**config.mk**
```make
export PLATFORM = sky130hd
export DESIGN_NAME = nec_ir_transmitter
export DESIGN_NICKNAME = d
export VERILOG_FILES = /design/src/rtl/nec_pkg.sv /design/src/rtl/nec_carrier_gen.sv /design/src/rtl/nec_ir_transmitter.sv
export SDC_FILE = /design/constraint.sdc
export NUM_CORES = 1
export LEC_CHECK = 0
export CELL_PAD_IN_SITES_DETAIL_PLACEMENT = 0
export CELL_PAD_IN_SITES_GLOBAL_PLACEMENT = 1
export CORE_MARGIN = 2
export CORE_UTILIZATION = 46
export CTS_CLUSTER_DIAMETER = 80
export CTS_CLUSTER_SIZE = 10
export DETAILED_ROUTE_END_ITERATION = 8
export PLACE_DENSITY = 0.84
export SETUP_SLACK_MARGIN = 0.05
export SLEW_MARGIN = 20
export SYNTH_ARGS = -nofsm -noshare
export SYNTH_HDL_FRONTEND = slang
export SYNTH_SLANG_ARGS = --single-unit
```
**constraint.sdc**
```tcl
create_clock -name CLOCK_50 -period 3.15 [get_ports CLOCK_50]
set_clock_uncertainty 0.1 [all_clocks]
set_input_delay 0.63 -clock CLOCK_50 [delete_from_list [all_inputs] [get_ports CLOCK_50]]
set_output_delay 0.63 -clock CLOCK_50 [all_outputs]
set_load 0.02 [all_outputs]
```
**src/rtl/nec_pkg.sv**
```systemverilog
// Shared NEC IR protocol definitions: transmitter state encoding and 50 MHz timing constants.
package nec_pkg;

  typedef logic [2:0] nec_tx_state_t;

  localparam nec_tx_state_t S_IDLE       = 3'd0;
  localparam nec_tx_state_t S_LEAD_MARK  = 3'd1;
  localparam nec_tx_state_t S_LEAD_SPACE = 3'd2;
  localparam nec_tx_state_t S_BIT_MARK   = 3'd3;
  localparam nec_tx_state_t S_BIT_SPACE  = 3'd4;
  localparam nec_tx_state_t S_RPT_SPACE  = 3'd5;
  localparam nec_tx_state_t S_STOP_MARK  = 3'd6;
  localparam nec_tx_state_t S_GAP        = 3'd7;

  // Cycle counts at CLOCK_50 = 50 MHz; the decoder derives its bit thresholds from the same values.
  localparam int NEC_T_UNIT   = 28125;
  localparam int NEC_T_LEAD   = 450000;
  localparam int NEC_T_LSPACE = 225000;
  localparam int NEC_T_RSPACE = 112500;
  localparam int NEC_T_ONE    = 84375;
  localparam int NEC_T_GAP    = 500000;
  localparam int NEC_CAR_HALF = 658;
  localparam int NEC_CNT_W    = 20;

  function automatic logic is_mark(input nec_tx_state_t s);
    return (s == S_LEAD_MARK) || (s == S_BIT_MARK) || (s == S_STOP_MARK);
  endfunction

endpackage

```
**src/rtl/nec_carrier_gen.sv**
```systemverilog
// 38 kHz carrier phase generator; held at phase=1 with a cleared counter while en is low,
// so every enabled burst starts on a full high half-period.
module nec_carrier_gen #(
  parameter int CAR_HALF = 658
) (
  input  logic CLOCK_50,
  input  logic RESET_N,
  input  logic en,
  output logic phase
);

  localparam int PW = $clog2(CAR_HALF + 1);

  logic [PW-1:0] cnt;

  always_ff @(posedge CLOCK_50 or negedge RESET_N) begin
    if (!RESET_N) begin
      cnt   <= '0;
      phase <= 1'b1;
    end else if (!en) begin
      cnt   <= '0;
      phase <= 1'b1;
    end else if (cnt == PW'(CAR_HALF - 1)) begin
      cnt   <= '0;
      phase <= ~phase;
    end else begin
      cnt <= cnt + PW'(1);
    end
  end

endmodule

```
**src/rtl/nec_ir_transmitter.sv**
```systemverilog
// NEC IR transmitter: frame/repeat-code sequencer driving a carrier-modulated LED line
// plus the bare active-low envelope for loopback into the decoder.
module nec_ir_transmitter
  import nec_pkg::*;
#(
  parameter int T_UNIT   = NEC_T_UNIT,
  parameter int T_LEAD   = NEC_T_LEAD,
  parameter int T_LSPACE = NEC_T_LSPACE,
  parameter int T_RSPACE = NEC_T_RSPACE,
  parameter int T_ONE    = NEC_T_ONE,
  parameter int T_GAP    = NEC_T_GAP,
  parameter int CAR_HALF = NEC_CAR_HALF,
  parameter int CNT_W    = NEC_CNT_W
) (
  input  logic       CLOCK_50,
  input  logic       RESET_N,
  input  logic       START,
  input  logic       REPEAT,
  input  logic [7:0] ADDR,
  input  logic [7:0] CMD,
  output logic       BUSY,
  output logic       DONE,
  output logic       IRDA_TXD,
  output logic       TX_ENV
);

  localparam logic [CNT_W-1:0] L_UNIT   = CNT_W'(T_UNIT - 1);
  localparam logic [CNT_W-1:0] L_LEAD   = CNT_W'(T_LEAD - 1);
  localparam logic [CNT_W-1:0] L_LSPACE = CNT_W'(T_LSPACE - 1);
  localparam logic [CNT_W-1:0] L_RSPACE = CNT_W'(T_RSPACE - 1);
  localparam logic [CNT_W-1:0] L_ONE    = CNT_W'(T_ONE - 1);
  localparam logic [CNT_W-1:0] L_GAP    = CNT_W'(T_GAP - 1);

  nec_tx_state_t    state;
  logic [CNT_W-1:0] timer;
  logic [31:0]      shift;
  logic [4:0]       bitcnt;
  logic             rpt;
  logic             done;
  logic             mark;
  logic             phase;

  // Timer is reloaded on every transition, so a state's dwell is exactly its T_x.
  always_ff @(posedge CLOCK_50 or negedge RESET_N) begin
    if (!RESET_N) begin
      state  <= S_IDLE;
      timer  <= '0;
      shift  <= '0;
      bitcnt <= '0;
      rpt    <= 1'b0;
      done   <= 1'b0;
    end else begin
      done <= 1'b0;
      if (timer != '0) begin
        timer <= timer - CNT_W'(1);
      end else begin
        case (state)
          S_IDLE: begin
            // The DONE cycle blocks acceptance so back-to-back requests always see an idle gap.
            if (START && !done) begin
              state  <= S_LEAD_MARK;
              timer  <= L_LEAD;
              shift  <= {~CMD, CMD, ~ADDR, ADDR};
              rpt    <= REPEAT;
              bitcnt <= '0;
            end
          end
          S_LEAD_MARK: begin
            state <= rpt ? S_RPT_SPACE : S_LEAD_SPACE;
            timer <= rpt ? L_RSPACE : L_LSPACE;
          end
          S_LEAD_SPACE: begin
            state <= S_BIT_MARK;
            timer <= L_UNIT;
          end
          S_BIT_MARK: begin
            state <= S_BIT_SPACE;
            timer <= shift[0] ? L_ONE : L_UNIT;
          end
          S_BIT_SPACE: begin
            shift  <= shift >> 1;
            bitcnt <= bitcnt + 5'd1;
            state  <= (bitcnt == 5'd31) ? S_STOP_MARK : S_BIT_MARK;
            timer  <= L_UNIT;
          end
          S_RPT_SPACE: begin
            state <= S_STOP_MARK;
            timer <= L_UNIT;
          end
          S_STOP_MARK: begin
            state <= S_GAP;
            timer <= L_GAP;
          end
          S_GAP: begin
            state <= S_IDLE;
            done  <= 1'b1;
          end
          default: state <= S_IDLE;
        endcase
      end
    end
  end

  assign mark = is_mark(state);

  nec_carrier_gen #(
    .CAR_HALF (CAR_HALF)
  ) u_carrier (
    .CLOCK_50 (CLOCK_50),
    .RESET_N  (RESET_N),
    .en       (mark),
    .phase    (phase)
  );

  assign BUSY     = (state != S_IDLE);
  assign DONE     = done;
  assign TX_ENV   = ~mark;
  assign IRDA_TXD = mark & phase;

endmodule
```
==> key figures, run 1 <==
Outcome
  – Run status: completed

Setup path
  – Crit path kind: flip-flop to output pin
  – Crit Reg-Reg Endpoint: shift[20]
  – R2R Setup Slk: 0.42 ns
  – Critical path fanouts, max: 8
  – Worst setup EP type: output pin
  – Max incr delay on CP: 0.58 ns
  – Worst EP arrival: 2.20 ns
  – Crit-path cells: buf_4 -> nor3_1 -> inv_1 -> clkdlybuf4s50_1
  – Setup crit start kind: flip-flop
  – CP required: 2.42 ns
  – Slowest-stage cell, CP: clkdlybuf4s50_1
  – R2r worst-path depth: 8
  – R2r startpoint: timer[0]

CTS
  – Clock buffer count from CTS: 9
  – H-tree Lvls: 3
  – Sink Count: 73
  – CTS Hold Buffers Added: 0
  – Max clock buf depth: 2
  – Clk slew on worst S/H paths: 0.08 ns
  – Clock Latency Late Sink: 0.35 ns
  – TritonCTS clock tree: done
  – Root Driver: clkbuf_8
  – Number of setup buffers added after CTS: 0
  – CTS-repair resized insts: 0

Layout
  – Area of the multi-input gates: 1830 sq um
  – Inserted Diodes: 0
  – Fill count: 731
  – Reg area: 1830 sq um
  – Fraction of layout cells with a size suffix above 1: 9.93%
  – Area growth from synthesis to layout: 15.6%
  – Nets@finish: 464
  – Final non-filler cell total: 548

Drt
  – Routed len/inst: 14.7 microns
  – Antenna-violating nets left: 0
  – Drt drc: 0
  – Post-Route WL: 8070 microns
  – Vias: 2972
  – Drt via density: 5.42
  – Drt initial violations: 131
  – First-pass detailed-route iteration total: 4

Synthesis
  – Syn Inst Count: 410
  – Synth area leader: dfrtp_1
  – Ys async rst share: 100%
  – Synthesis Warnings: 0
  – Synth cell types: 55
  – Mapped Area: 3800 sq um
  – Ys flop type: dfrtp_1
  – Top post-synthesis cells by count: dfrtp_1, nand2_1, o21ai_1
  – Number of synthesized flops with an enable pin: 0
  – Syn_area_per_cell: 9.28 sq um
  – Top-count cell post-synth: dfrtp_1
  – Seq cells post-synth: 73
  – Mapped Nets: 436
  – Largest cells by area after synthesis: dfrtp_1, nand2_1, o21ai_1
  – Sequential cell area fraction in the yosys report: 48.0%
  – Share of the synthesized area in the top cell type: 47.4%

Timing
  – Final period utilization: 93.2%
  – Minimum clock period: 2.93 ns
  – Final setup viols: 0
  – Max Clock Freq: 341 MHz
  – Count of pins over their slew limit: 0
  – Final setup margin: 0.215 ns
  – Slew @ Worst Pin: 0.944 ns
  – Final setup TNS: 0 ns
  – Slew Limit Headroom: 37.1%
  – Endpoints failing hold: 0
  – RSZ-0062 raised after global routing: no

Place
  – GPL Wtd Cong: 0.847
  – HPWL Detailed: 5640 microns
  – Dpl ws: 0.251 ns
  – Placed Instances: 532
  – Port bufs: 23

Power
  – Reg power frac: 49.3%
  – Pwr Density: 433 nW/um^2
  – Clock Power Share: 47.4%
  – Pleak: 1.91 nW
  – Peak VDD IR: 196 uV
  – Internal power: 1.51 mW
  – P_sw: 389 uW
  – Switching share of power: 20.5%
  – Comb pwr share: 3.3%

Worst hold path
  – Worst hold path type: input pin to asynchronous set/reset pin

Global route
  – Grt ovf: 0
  – Largest net degree at the start of global routing: 74
  – Initial antenna violation count: 0
  – Total GRT Usage: 19.7%
  – First-pass GRT wire length: 13700 microns
  – Vias in the first global route: 2900

Floorplan
  – Core area: 8130 sq um
  – Chip Width: 94.9 microns
  – Initial Util: 46.8%
  – Cell Rows: 33
  – Die Footprint: 9010 sq um
  – Die Height: 94.9 microns
  – I/O pin cnt: 24

Job
  – Max Cap Viol: 0
per-stage QoR:
stage	utilization [%]	total power [mW]	hold slack (ns)	area, sq um
after floorplan	-	0.975	0.234	3800
after global placement	51.1	1.02	0.361	4160
after detailed placement	51.1	1.02	0.365	4160
after CTS	54.1	1.92	0.365	4400
after global routing	54.1	1.96	0.403	4400
final	54.1	1.90	0.319	4400
power by group through the flow:
stage | logic, mW | clock network, mW | registers (mW)
2_1_floorplan | 0.0178 | 0 | 0.957
3_3_place_gp | 0.0636 | 0 | 0.957
3_5_place_dp | 0.0647 | 0 | 0.957
4_1_cts | 0.0653 | 0.915 | 0.938
5_1_grt | 0.0711 | 0.955 | 0.938
6_report | 0.0627 | 0.902 | 0.938
layer usage:
metal  routed length [microns]  vias to the layer above  track usage [%]
met5                         0                        -                0
met4                       151                        0             8.57
met3                       186                       11             2.87
met2                      3830                       40             32.0
met1                      3910                     1421             26.2
li1                          -                     1500                -
worst max-delay path, delay by kind of cell (launching register included):
family / cells / cell delay (ns)
buf+inv: 3 / 0.97
simple gates: 1 / 0.42
flops: 1 / 0.47
layout make-up:
type,count,share of cell area [%]
clock buffer,11,3.21
clock inverter,5,2.33
inverter,9,0.768
multi-input combinational,308,41.6
sequential,73,41.6
tap,105,2.99
timing repair buffer,37,7.57
registers in the layout (all words and copies together), names as in the netlist:
register / count
shift: 32
state: 3
DONE: 1
timer: 20
u_carrier.cnt: 10
rpt: 1
bitcnt: 5
u_carrier.phase: 1
kinds of logic (layout without fill, tap and decap cells):
group | count (synthesis) | count (layout) | synth area share (%)
buffers and inverters | 29 | 62 | 4.01
adder cells (fa/ha/maj) | 6 | 6 | 1.97
multiplexers | 11 | 11 | 3.12
XOR/XNOR | 19 | 19 | 4.37
AO/OA/AOI/OAI | 121 | 121 | 19.1
flip-flops | 73 | 73 | 48.0
AND/OR/NAND/NOR | 151 | 151 | 19.4
worst max path at each step:
| stage | from | end | cells after the start |
|---|---|---|---|
| final | state[2] | BUSY | 4 |
| after global routing | state[2] | BUSY | 4 |
| after CTS | state[2] | BUSY | 4 |
| after detailed placement | START | shift[6] | 7 |
| after global placement | START | shift[27] | 7 |
| after floorplan | timer[14] | bitcnt[0] | 6 |
layout by cell type, fill, tap and decap left out, drive strengths merged, types with 4 or more instances in the layout:
cell type      instances
nor2                  29
a21boi                15
dfrtp                 72
nand2b                 4
mux2i                  7
ha                     6
inv                    9
clkdlybuf4s50         22
nor4                   4
nand3                  7
a211oi                 6
o31ai                  5
xor2                  10
nand2                 68
or3                    4
o21ai                 56
buf                   15
nor3                  10
mux2                   4
clkbuf                11
xnor2                  9
a21oi                 20
(Power assumes the default switching activity.)
==> inputs of run 2 (changes only) <==
--- a/config.mk
+++ b/config.mk
@@ -7,7 +7,7 @@
 export LEC_CHECK = 0
 export CELL_PAD_IN_SITES_DETAIL_PLACEMENT = 0
 export CELL_PAD_IN_SITES_GLOBAL_PLACEMENT = 1
-export CORE_MARGIN = 2
+export CORE_MARGIN = 3
 export CORE_UTILIZATION = 46
 export CTS_CLUSTER_DIAMETER = 80
 export CTS_CLUSTER_SIZE = 10
==> key figures, run 2 (synthesis gave the netlist of run 1 again) <==
Setup path
  – Crit path buf inv count: 1
  – Crit-path cells: nand2_1 -> nor2_2 -> or2_2 -> and2_1 -> clkdlybuf4s50_1
  – Top delay family on crit path: simple AND/OR/NAND/NOR gates
  – Max incr delay on CP: 0.59 ns
  – Critical path fanouts, max: 8
  – Crit path kind: flip-flop to output pin
  – Setup crit start kind: flip-flop
  – CP required: 2.42 ns
  – Slowest-stage cell, CP: clkdlybuf4s50_1
  – Worst setup EP type: output pin
  – Worst EP arrival: 2.26 ns

Timing
  – Endpoints failing hold: 0
  – Slew Limit Headroom: 37.8%
  – Minimum clock period: 2.99 ns
  – Final setup viols: 0
  – Max Clock Freq: 335 MHz
  – Final setup TNS: 0 ns
  – RSZ-0062 raised after global routing: no
  – Slew @ Worst Pin: 0.933 ns
  – Final period utilization: 94.8%
  – Count of pins over their slew limit: 0

CTS
  – Root Driver: clkbuf_8
  – Max clock buf depth: 2
  – Sink Count: 73
  – Clk slew on worst S/H paths: 0.09 ns
  – Clock buffer count from CTS: 9
  – CTS Hold Buffers Added: 0
  – Clock Latency Late Sink: 0.34 ns
  – TritonCTS clock tree: done
  – Number of setup buffers added after CTS: 0
  – H-tree Lvls: 3

Floorplan
  – Chip Width: 96.9 microns
  – Core area: 7890 sq um
  – I/O pin cnt: 24
  – Die Footprint: 9400 sq um
  – Cell Rows: 32
  – Initial Util: 48.2%
  – Die Height: 96.9 microns

Global route
  – Initial antenna violation count: 0
  – Largest net degree at the start of global routing: 74
  – Grt ovf: 0
  – Total GRT Usage: 18.0%
  – First-pass GRT wire length: 14200 microns
  – Vias in the first global route: 3029

Layout
  – Fraction of layout cells with a size suffix above 1: 9.77%
  – Max reg flops: 32
  – Area of the multi-input gates: 1830 sq um
  – Reg area: 1830 sq um
  – Inserted Diodes: 0
  – Largest regs: shift (32), timer (20), u_carrier.cnt (10)
  – Fill count: 720
  – Final non-filler cell total: 542
  – Most frequent cells in the layout: dfrtp_1, nand2_1, o21ai_1, nor2_1, o21ai_0
  – Commonest non-fill, non-tap cell in the layout: dfrtp_1
  – Area growth from synthesis to layout: 14.9%
  – Largest Register: shift
  – Nets@finish: 461

Place
  – HPWL Detailed: 5380 microns
  – Port bufs: 23
  – Placed Instances: 526
  – GPL Wtd Cong: 0.954

Outcome
  – Run status: completed

Drt
  – Antenna-violating nets left: 0
  – First-pass detailed-route iteration total: 5
  – Post-Route WL: 7990 microns
  – Routed len/inst: 14.7 microns
  – Drt initial violations: 195
  – Drt via density: 5.48
  – Vias: 2968
  – Drt drc: 0

Worst hold path
  – Worst hold path type: input pin to asynchronous set/reset pin

Power
  – Peak VDD IR: 221 uV
  – Pwr Density: 422 nW/um^2
  – Pleak: 1.90 nW

Job
  – Max Cap Viol: 0
run 2: final timing paths:
kind                       depth (start not counted)      start        end  slack (ns)
max                                                5   state[2]   IRDA_TXD        0.16
min                                                1    RESET_N   timer[6]        0.30
max reg2reg                                        5  timer[14]  bitcnt[2]        0.50
min reg2reg                                        1  bitcnt[3]  bitcnt[3]        0.38
max in group asynchronous                          1    RESET_N  bitcnt[0]        2.03
min in group CLOCK_50                              1  bitcnt[3]  bitcnt[3]        0.38
run 2: where the power goes:
part	internal (mW)	total, mW	switching [mW]	leakage [nW]
logic	0.0290	0.0628	0.0338	0.824
registers	0.937	0.938	0.000752	0.959
clock network	0.471	0.844	0.373	0.113
total	1.44	1.84	0.408	1.90
run 2: layer usage:
metal  vias to the layer above  routed length (microns)  track usage [%]
met5                         -                        0                0
li1                       1493                        -                -
met3                         7                      286             3.89
met1                      1425                     4020             25.1
met4                         0                       74             4.97
met2                        43                     3600             28.3
run 2: what timing repair did:
item,in CTS,in global routing
endpoints found under the hold margin,0,0
resized for setup,0,1
setup endpoints to repair,0,1
run 2: final cells by class:
type	count	share of cell area, %
inverter	9	0.773
multi-input combinational	308	41.9
clock inverter	6	2.06
tap	102	2.92
timing repair buffer	34	7.38
clock buffer	10	3.15
sequential	73	41.8
run 2: stage by stage:
step | instance area, sq um | hold slack (ns) | total power, mW | setup WS [ns] | utilization [%]
floorplan | 3800 | 0.234 | 0.975 | 0.700 | -
CTS | 4370 | 0.359 | 1.86 | 0.0850 | 55.4
global route | 4370 | 0.385 | 1.92 | 0.0789 | 55.4
finish | 4370 | 0.305 | 1.84 | 0.163 | 55.4
global placement | 4140 | 0.358 | 1.02 | 0.400 | 52.5
detailed placement | 4140 | 0.361 | 1.02 | 0.301 | 52.5
